==> src/rtl/exe_mdu_ctrl.sv <==
// exe_mdu_ctrl: iterative multiply/divide sequencer for the EXE stage.
// Runs 32-iteration shift-add multiply or restoring divide, owns HI/LO,
// stalls HI/LO users while busy and feeds MFHI/MFLO data to the EXE mux.
//
// Handshake: estart is taken only when idle and not killed; while busy,
// any EXE HI/LO request (estart/emfhi/emflo/emthi/emtlo) raises stall and
// must be held by the pipeline until stall drops.
module exe_mdu_ctrl #(
  parameter int WIDTH = 32
) (
  input  logic             clk,
  input  logic             rst,
  input  logic             estart,
  input  logic [1:0]       eop,
  input  logic [WIDTH-1:0] ea,
  input  logic [WIDTH-1:0] eb,
  input  logic             emfhi,
  input  logic             emflo,
  input  logic             emthi,
  input  logic             emtlo,
  input  logic             ekill,
  output logic             busy,
  output logic             stall,
  output logic [WIDTH-1:0] hi,
  output logic [WIDTH-1:0] lo,
  output logic [WIDTH-1:0] emdu
);

  typedef enum logic [1:0] {IDLE, ITER, FIX} state_t;

  state_t           state;
  logic [4:0]       cnt;
  logic [1:0]       op;
  logic [WIDTH-1:0] acc;     // multiply: upper product; divide: remainder
  logic [WIDTH-1:0] mplr;    // multiply: multiplier/lower product; divide: quotient
  logic [WIDTH-1:0] mcand;   // multiplicand or divisor magnitude
  logic             neg_res;
  logic             neg_rem;

  logic             a_neg, b_neg;
  logic [WIDTH-1:0] a_mag, b_mag;
  logic [WIDTH:0]   add_sum;
  logic [WIDTH+1:0] trial;
  logic [2*WIDTH-1:0] prod_fix;
  logic [WIDTH-1:0] quo_fix, rem_fix;

  assign busy  = (state != IDLE);
  assign stall = busy & (estart | emfhi | emflo | emthi | emtlo);
  assign emdu  = emfhi ? hi : lo;

  // Operand magnitudes at accept and per-iteration datapath results
  always_comb begin
    a_neg    = ~eop[0] & ea[WIDTH-1];
    b_neg    = ~eop[0] & eb[WIDTH-1];
    a_mag    = a_neg ? -ea : ea;
    b_mag    = b_neg ? -eb : eb;
    add_sum  = {1'b0, acc} + (mplr[0] ? {1'b0, mcand} : {(WIDTH+1){1'b0}});
    trial    = {1'b0, acc, mplr[WIDTH-1]} - {2'b00, mcand};
    prod_fix = neg_res ? -{acc, mplr} : {acc, mplr};
    quo_fix  = neg_res ? -mplr : mplr;
    rem_fix  = neg_rem ? -acc : acc;
  end

  // Sequencer: accept, iterate, sign fix-up and HI/LO writeback
  always_ff @(posedge clk or posedge rst) begin
    if (rst) begin
      state   <= IDLE;
      cnt     <= 5'd0;
      op      <= 2'b00;
      acc     <= '0;
      mplr    <= '0;
      mcand   <= '0;
      neg_res <= 1'b0;
      neg_rem <= 1'b0;
      hi      <= '0;
      lo      <= '0;
    end else begin
      case (state)
        IDLE: begin
          if (!ekill) begin
            if (estart) begin
              op      <= eop;
              cnt     <= 5'd0;
              neg_res <= a_neg ^ b_neg;
              neg_rem <= a_neg;
              if (eop[1] && eb == '0) begin
                // Divide by zero: park the raw dividend for HI and skip ITER
                acc   <= ea;
                mplr  <= '0;
                mcand <= '0;
                state <= FIX;
              end else begin
                acc   <= '0;
                mplr  <= eop[1] ? a_mag : b_mag;
                mcand <= eop[1] ? b_mag : a_mag;
                state <= ITER;
              end
            end else begin
              if (emthi) hi <= ea;
              if (emtlo) lo <= ea;
            end
          end
        end
        ITER: begin
          if (ekill) begin
            state <= IDLE;
          end else begin
            cnt <= cnt + 5'd1;
            if (op[1]) begin
              if (!trial[WIDTH+1]) begin
                acc  <= trial[WIDTH-1:0];
                mplr <= {mplr[WIDTH-2:0], 1'b1};
              end else begin
                acc  <= {acc[WIDTH-2:0], mplr[WIDTH-1]};
                mplr <= {mplr[WIDTH-2:0], 1'b0};
              end
            end else begin
              acc  <= add_sum[WIDTH:1];
              mplr <= {add_sum[0], mplr[WIDTH-1:1]};
            end
            if (cnt == 5'd31) state <= FIX;
          end
        end
        FIX: begin
          if (!ekill) begin
            if (op[1]) begin
              if (mcand == '0) begin
                hi <= acc;
                lo <= {WIDTH{1'b1}};
              end else begin
                hi <= rem_fix;
                lo <= quo_fix;
              end
            end else begin
              hi <= prod_fix[2*WIDTH-1:WIDTH];
              lo <= prod_fix[WIDTH-1:0];
            end
          end
          state <= IDLE;
        end
        default: state <= IDLE;
      endcase
    end
  end

endmodule

==> config.mk <==
export PLATFORM = sky130hd
export DESIGN_NAME = exe_mdu_ctrl
export DESIGN_NICKNAME = d
export VERILOG_FILES = /design/src/rtl/exe_mdu_ctrl.sv
export SDC_FILE = /design/constraint.sdc
export NUM_CORES = 1
export LEC_CHECK = 0
export BUFFER_PORTS_ARGS = -buffer_cell sky130_fd_sc_hd__buf_2
export CORE_MARGIN = 2
export CORE_UTILIZATION = 45
export CTS_CLUSTER_SIZE = 10
export DETAILED_ROUTE_END_ITERATION = 8
export HOLD_SLACK_MARGIN = 0.06
export PLACE_DENSITY_LB_ADDON = 0.15
export RECOVER_POWER = 50
export SETUP_SLACK_MARGIN = 0.05
export SYNTH_ARGS = -nofsm -noshare
export SYNTH_HDL_FRONTEND = slang
export SYNTH_SLANG_ARGS = --single-unit
==> constraint.sdc <==
create_clock -name clk -period 5.31 [get_ports clk]
set_input_delay 0.7965 -clock clk [delete_from_list [all_inputs] [get_ports clk]]
set_output_delay 0.7965 -clock clk [all_outputs]
set_load 0.005 [all_outputs]
### Yosys cells after proc, flatten, opt, wreduce, memory -nomap -nowiden

Cells that the tools add are included.

| operators by class | value |
|---|---|
| shift-type cells | 0 |
| $lt $le $gt $ge | 0 |
| multiplexer cells | 48 |
| bitwise operators | 10 |
| $add $sub $neg | 8 |
| multipliers | 0 |
| equal/unequal tests | 11 |
| divide/modulo/power cells | 0 |
| reductions and logical operators | 12 |

Operators by type and width:

| kind | number |
|---|---|
| 32-bit 2-to-1 mux | 32 |
| 32-bit case mux with 2 select lines | 4 |
| 32-bit negation | 4 |
| 32-bit logical NOT | 2 |
| 64-bit 2-to-1 mux | 1 |
| 64-bit negation | 1 |
| 33-bit by 32-bit subtractor with 34-bit output | 1 |
| 32-bit by 32-bit adder with 33-bit output | 1 |
| 5-bit 2-to-1 mux | 3 |
| 2-bit != test, second input constant | 7 |
| 2-bit 2-to-1 mux | 5 |
| 5-bit case mux with 2 select lines | 1 |
| 5-bit AND reduction | 2 |
| 3-bit AND reduction | 2 |
| 2-bit nonzero test | 3 |
| 5-bit by 1-bit adder with 5-bit output, second input constant | 1 |
| 5-bit equality test, second input constant | 1 |
| 1-bit bitwise OR | 4 |
| 2-bit case mux with 2 select lines | 1 |
| 4-bit AND reduction | 1 |
| 1-bit bitwise AND | 3 |
| 3-bit != test, second input constant | 1 |
| 2-bit by 1-bit equality test with 1-bit output, second input constant | 1 |
| 2-bit equality test, second input constant | 1 |
| 5 further kinds | 6 |

| word-level totals | value |
|---|---|
| bits in read-only memories | 0 |
| bits in latches | 0 |
| register bits after elaboration | 171 |
| bits in writable memories | 0 |
| output and inout bits | 98 |
| logic and storage cells | 99 |
| memories kept | 0 |
| bits of input ports | 74 |

### Depth between registers and ports, before layout

Gate-level depths: netlist of run 1.

| depth | value |
|---|---|
| depth after elaboration | 8 |
| mapped depth | 14 |
| gate-level depth less buffers | 12 |

### Worst setup path after synthesis of run 1

OpenSTA, ideal clock, no wires.

| timing | value |
|---|---|
| path kind | input-to-reg |
| from | input port eb[10] |
| to | register mplr[27] |
| setup slack | 2044 ps |
| data required time | 5184 ps |
| cell stages on the path | 9 |
| path buffers | 0 |
| setup time | 126 ps |
| arrival | 3140 ps |
| path through | or4_1 or4_1 nor3_1 inv_1 nor3_1 a21oi_1 xnor2_1 mux2i_1 a221o_1 |

| between the ends | value |
|---|---|
| cells in the longest elaborated chain, start to end | 7 |
| elaborated cells between the ends (all ways) | 9 |
| classes of those cells | add/sub (1); mux (6); reduce/logical (2) |

RTL lines:

| what | RTL line | text |
|---|---|---|
| from (decl) | 16 | `input logic [WIDTH-1:0] eb,` |
| 32-bit negation | 56 | `b_mag = b_neg ? -eb : eb;` |
| 32-bit 2-to-1 mux | 56 |  |
| 32-bit 2-to-1 mux | 94 | `mplr <= eop[1] ? a_mag : b_mag;` |
| 32-bit 2-to-1 mux * | 86 | `if (eop[1] && eb == '0) begin` |
| 32-bit 2-to-1 mux * | 81 | `if (estart) begin` |
| 32-bit 2-to-1 mux * | 80 | `if (!ekill) begin` |
| 32-bit case mux with 2 select lines * | 78 | `case (state)` |
| to (signal assigned) | 94 |  |
| to (signal assigned) | 112 | `mplr <= {mplr[WIDTH-2:0], 1'b1};` |
| to (signal assigned) | 115 | `mplr <= {mplr[WIDTH-2:0], 1'b0};` |
| to (decl) | 35 | `logic [WIDTH-1:0] mplr;` |

Mark *: on every way between the ends. The rest lies on a longest branch, timed or not. The select of a mux whose other input is x is not followed.
A chain may end at the register's enable or synchronous reset.

### Worst setup path in the final report of run 1

| timing | value |
|---|---|
| from | register mplr[0] |
| to | register acc[30] |

| between the ends | value |
|---|---|
| cells in the longest elaborated chain, start to end | 5 |

RTL lines:

| what | RTL line | text |
|---|---|---|
| 32-bit 2-to-1 mux | 57 | `add_sum = {1'b0, acc} + (mplr[0] ? {1'b0, mcand} : {(WIDTH+1){1'b0}});` |
| 32-bit by 32-bit adder with 33-bit output | 57 |  |
| 32-bit 2-to-1 mux | 109 | `if (op[1]) begin` |
| 32-bit 2-to-1 mux | 105 | `if (ekill) begin` |
| 32-bit case mux with 2 select lines | 78 |  |
| to (signal assigned) | 111 | `acc <= trial[WIDTH-1:0];` |
| to (signal assigned) | 114 | `acc <= {acc[WIDTH-2:0], mplr[WIDTH-1]};` |
| to (signal assigned) | 118 | `acc <= add_sum[WIDTH:1];` |
| to (decl) | 34 | `logic [WIDTH-1:0] acc;` |

No other way between the ends. The select of a mux whose other input is x is not followed.

==> impl_metrics.toml, run 1 <==
[sta]
rsz0062_at_grt = "false"
whs_ns = 0.481
setup_viol = 0
period_share_pct = 76.2
finClkSkew_ns = 0.0136
relSlewSlack_pct = 21.3
clock.fmax_mhz = 247
fin_setup_tns_ns = 0
hold_viol = 0
worst_slack_ns = 1.26
final_max_slew_viol_count = 0
tightest_slew_ns = 1.18
finalCriticalPeriod_ns = 4.05

[power_and_ir_drop]
ir_worst_vdd_mv = 0.265
power_w = 0.00843
leakagePower_nw = 7.39
powerDensity_nw_per_um2 = 488

[logic_synthesis]
synth_edf_count = 0
yosys.area.top_type = "dfrtp_1"
yosysUniqueCellTypes = 75
yosys-top-cells-area = "dfrtp_1 (27%), o21ai_0 (6.0%), nand2_1 (5.9%), ha_1 (5.6%), a21oi_1 (5.4%)"
syn-cell-area_um2 = 15500
async_flop_share_pct = 100
yosysWarnings = 0
syn_nets = 2153
ys_ff_latch = 170
yosysSeqAreaShare_pct = 27.4
syn_area_per_cell_um2 = 7.74
postSynthCellCount = 2007
synthFlopType = "dfrtp_1"
synth_top_cell_area_share_pct = 27.4

[cells_and_area]
diodes = 0
fill_cells = 3412
multi_input_area_um2 = 10600
drive_gt1_share_pct = 13.3
final_common_cell = "nand2_1"
final_cell_mix = "nand2_1 (245), o21ai_0 (186), nor2_1 (171)"
utilization_pct = 50.3
final_nets = 2230
register_area_um2 = 4260
area_growth_pct = 11.1

[worst_setup_path]
cp_max_fo = 16
cp-end-kind = "register"
path_class = "reg -> reg"
crit_top_cell = "o221ai_1"
worstPathArrival_ns = 4.36
worst_path_largest_cell_delay_ns = 0.61
start_kind = "register"
path_cells = "inv_1, nor2_1, ha_1, a21oi_1, o221ai_1, a211o_1, a31o_2, a21o_1, a41o_1, a221oi_1, xor2_1, o221ai_1"
critPathSlowestCell = "inv_1"
required_ns = 5.63

[clock_network]
path_clk_slew_ns = 0.08
post_cts_buffers = 0
clock_latency_ns = 0.46
cts_max_path_buffers = 2
clock-sinks = 170
cts_resized = 0
cts_buffers = 17
htree_levels = 4
holdBufCountCts = 0
cts_root_buffer = "clkbuf_16"
cts_tree = "done"

[global_route]
grt_pass1_wl_um = 93300
top_usage_layer = "met2"
grt_pass1_vias = 15000
antenna_found_initial = 0
use_met1_pct = 47.3
met2_usage_pct = 53.1
grt_max_degree = 171
grt.total_usage_pct = 34.2
grt-ovfl-total = 0
use_met3_pct = 5.44

[floorplanning]
die_w_um = 190
initial_utilization_pct = 45.3
core-area_um2 = 34300
die_area_um2 = 36000
rows = 68
ios = 172
fp.dieH_um = 190

[worst_hold_path]
min_path_type = "reg -> reg"

[detailed_routing]
num_vias = 16100
wl_per_cell_um = 24.0
wl_um = 61300
first_pass_iters = 6
viasPerCell = 6.32
ant_nets = 0
drtIter0Drc = 1474
drc = 0

[placed_design]
dpl_worst_slack_ns = 1.34
place.gp.congestion = 0.985
dpl.hpwl_um = 46100
io_buffers = 171

[job]
cap_violations = 0

[status]
status = "finished, final reports clean"
-- power breakdown --
group	switching [W]	internal [W]	total (W)
Sequential	0.000698	0.00167	0.00237
Combinational	0.00289	0.00190	0.00479
Clock	0.000644	0.000628	0.00127
Total	0.00423	0.00419	0.00843
-- synth_stat cells, types with 4 or more instances --
cell       count
o211ai_1      39
nor3_1        53
xor2_1        82
a21oi_1      169
a21boi_0       5
a221oi_1      25
nand2_1      245
buf_1         15
o2bb2ai_1      4
xnor2_1       95
o41ai_1        9
o31ai_1       36
o21ai_1        8
a211oi_1      20
a21o_1        30
a22oi_1        5
dfrtp_1      170
o21ai_0      186
o22ai_1       20
a221o_1        5
clkbuf_1     115
nor4_1        21
nand2b_1      15
nand3_1       40
or3_1         17
or4_1         16
nor2b_1       18
mux2_2        38
nand4_1       11
inv_1         57
o311ai_0       9
a31oi_1       24
buf_2          4
nor2_1       173
ha_1          70
mux2i_1       48
o21bai_1       7
o221ai_1       7
and3_1        11
o21a_1        17
and2_1        10
-- layer usage --
layer	part of all wire, %	routed length [um]	vias to the layer above
met4	4.5	2770	0
met3	8.6	5240	137
met2	44	26700	803
met5	0	0	-
li1	-	-	7447
met1	43	26600	7728
-- cell type report --
type                    count  area share (%)
clock buffers              17            2.47
clock inverters            14           0.906
inverters                  57            1.25
multi-input cells        1642            61.3
flip-flops and latches    170            24.7
well taps                 455            3.30
repair buffers            196            6.09
-- registers in the layout, summed over array words and instances (netlist names) --
name / count
mplr: 32
op: 1
lo: 32
cnt: 5
neg_res: 1
hi: 32
state: 2
mcand: 32
acc: 32
neg_rem: 1
-- metrics by stage --
step | std cells | cell area (um^2)
5_1_grt | 2551 | 17300
3_5_place_dp | 2520 | 16700
3_3_place_gp | 2520 | 16700
4_1_cts | 2551 | 17300
2_1_floorplan | 2007 | 15500
6_report | 2551 | 17300
-- worst max-delay path: cells and delay by family (launching register included) --
family | cells | cell delay, ns
xor+xnor | 1 | 0.18
fa+ha+maj | 1 | 0.36
flops | 1 | 0.44
compound gates | 8 | 2.20
buf+inv | 1 | 0.61
simple gates | 1 | 0.10
-- path summary, 6_finish.rpt --
| check | from | slack (ns) | cells after the start | endpoint |
|---|---|---|---|---|
| min in group asynchronous | rst | 0.57 | 3 | lo[9] |
| worst max-delay path | mplr[0] | 1.26 | 12 | acc[30] |
| worst min-delay path | cnt[4] | 0.48 | 2 | cnt[4] |
| max in group asynchronous | rst | 3.93 | 3 | mcand[8] |
| worst min register to register | cnt[4] | 0.48 | 2 | cnt[4] |
| worst max register to register | mplr[0] | 1.26 | 12 | acc[30] |
-- cell families after synthesis --
| family | count (synthesis) | share of synthesized area [%] |
|---|---|---|
| buffers and inverters | 195 | 4.90 |
| multiplexers | 86 | 5.85 |
| flip-flops | 170 | 27.4 |
| adder cells (fa/ha/maj) | 72 | 5.90 |
| XOR/XNOR | 177 | 9.98 |
| AO/OA/AOI/OAI | 659 | 26.9 |
| AND/OR/NAND/NOR | 648 | 19.1 |
Note: power is estimated with default switching activity, not from simulation.
==> inputs of run 2 (changes only) <==
==> constraint.sdc (replaced) <==
create_clock -name clk -period 3.3 [get_ports clk]
set_input_delay 0.495 -clock clk [delete_from_list [all_inputs] [get_ports clk]]
set_output_delay 0.495 -clock clk [all_outputs]
set_load 0.005 [all_outputs]
==> run 2 against run 1 <==
The run now ends with capacitance limit, slew limit left. Total power up 80%. Register-to-register slack got worse by 1.1 ns. Clock-buffer cell count up 2. Combinational power rose by 100%. Clock skew decreased by 0.0018 ns. Worst hold slack got worse by 0.20 ns. Worst setup slack lost 1.1 ns. Sequential share of layout area down 2.1 points. Wire length is 5.3% higher. Via count grew 4.4%. Critical path type unchanged. Largest power group unchanged.
==> impl_metrics.toml, run 2 (synthesized netlist as in run 1, its figures left out) <==
[status]
status = "finished, violations left"
violations = "capacitance limit, slew limit"

[floorplanning]
die_area_um2 = 36000
die_w_um = 190
rows = 68
fp.dieH_um = 190
ios = 172
core-area_um2 = 34300
initial_utilization_pct = 45.3

[worst_setup_path]
cp-end-kind = "register"
path_class = "reg -> reg"
required_ns = 3.65
critPathSlowestCell = "dfrtp_1"
path_cells = "inv_1, ha_2, o211ai_1, a21o_1, a311o_1, a21oi_2, buf_4, o2111ai_4, o2bb2ai_4, buf_4, buf_12, a22oi_1, o211ai_1, o221a_2"
worst_path_largest_cell_delay_ns = 0.39
worstPathArrival_ns = 3.51
start_kind = "register"
rrSetupSlack_ns = 0.14
cp_max_fo = 6

[cells_and_area]
multi_input_area_um2 = 10800
fill_cells = 3319
register_area_um2 = 4260
final_common_cell = "nand2_1"
drive_gt1_share_pct = 21.2
final_cell_mix = "nand2_1 (244), buf_4 (188), o21ai_0 (179)"
diodes = 0
area_growth_pct = 21.2
final_nets = 2404

[sta]
relSlewSlack_pct = -17.8
hold_viol = 0
clock.fmax_mhz = 317
fin_setup_tns_ns = 0
setup_viol = 0
tightest_slew_ns = 1.76
finClkSkew_ns = 0.0118
finalCriticalPeriod_ns = 3.16
worst_slack_ns = 0.142
final_max_slew_viol_count = 77
rsz0062_at_grt = "false"
period_share_pct = 95.7

[detailed_routing]
num_vias = 16800
drc = 0
ant_nets = 0
wl_um = 64500
drtIter0Drc = 1718
wl_per_cell_um = 23.7
first_pass_iters = 6
viasPerCell = 6.17

[clock_network]
htree_levels = 4
path_clk_slew_ns = 0.08
cts_root_buffer = "clkbuf_16"
cts_max_path_buffers = 2
cts_buffers = 17
clock-sinks = 170
holdBufCountCts = 0
clock_latency_ns = 0.46
cts_tree = "done"

[power_and_ir_drop]
leakagePower_nw = 8.29
ir_worst_vdd_mv = 0.401
powerDensity_nw_per_um2 = 804

[placed_design]
dpl_worst_slack_ns = -0.0294
io_buffers = 171
place.gp.congestion = 0.991
dpl.hpwl_um = 51000

[global_route]
grt_max_degree = 89
grt_pass1_wl_um = 97000
antenna_found_initial = 1
grt-ovfl-total = 0
grt_pass1_vias = 15800
grt.total_usage_pct = 35.8

[job]
cap_violations = 3

[worst_hold_path]
min_path_type = "in -> reg"
run 2: changes by cell type in the layout (fill, tap and decap cells not counted), sizes merged, moves of 2 or more:
cell,previous run,this run
bufinv,0,2
clkbuf,31,38
dlymetal6s2s,0,2
clkinv,7,4
buf,182,348
run 2: repair_timing:
item	CTS	global route
resized for setup	5	44
pin swaps	0	11
gates cloned	0	1
endpoints found under the setup margin	5	50
buffers inserted	0	2
run 2: critical path: cells and delay by family (launching register included):
family                   cells  cell delay [ns]
AO/OA/AOI/OAI                9             1.68
flip-flops                   1             0.39
adder cells (fa/ha/maj)      1             0.38
buffers and inverters        4             0.58
run 2: layout make-up:
| class | count | share of cell area (%) |
|---|---|---|
| inverter | 57 | 1.14 |
| clock buffer | 19 | 2.41 |
| tap | 455 | 3.02 |
| timing repair buffer | 369 | 12.6 |
| clock inverter | 13 | 0.817 |
| sequential | 170 | 22.6 |
| multi-input combinational | 1643 | 57.4 |
run 2: final timing paths:
kind,from,endpoint,depth (start not counted)
setup / recovery,mcand[4],acc[8],14
hold / removal,ekill,state[1],2
setup reg to reg,mcand[4],acc[8],14
hold reg to reg,neg_rem,neg_rem,2
max in group asynchronous,rst,lo[27],3
min in group asynchronous,rst,mplr[15],2
run 2: through the flow:
stage / instance area (um^2) / std cells / total power [W] / util (%) / hold WS [ns]
after floorplan: 15500 / 2007 / 0.00880 / - / 0.442
after global placement: 18100 / 2691 / 0.0124 / 52.6 / 0.456
after detailed placement: 18100 / 2691 / 0.0125 / 52.6 / 0.466
after CTS: 18700 / 2723 / 0.0147 / 54.5 / 0.254
after global routing: 18800 / 2726 / 0.0161 / 54.9 / 0.269
final: 18800 / 2726 / 0.0151 / 54.9 / 0.279
run 2: per-layer routing:
| metal | GRT usage (%) | part of all wire [%] |
|---|---|---|
| met1 | 49.7 | 44 |
| met2 | 56.7 | 44 |
| met3 | 5.28 | 8.7 |
| met4 | 12.7 | 3.5 |
| met5 | 0 | 0 |
run 2: power breakdown:
group          internal (W)  switching [W]  total [W]  leakage (nW)
Clock               0.00118       0.000987    0.00217         0.303
Sequential          0.00269       0.000700    0.00339          2.10
Combinational       0.00404        0.00553    0.00957          5.88
Total               0.00791        0.00722     0.0151          8.29
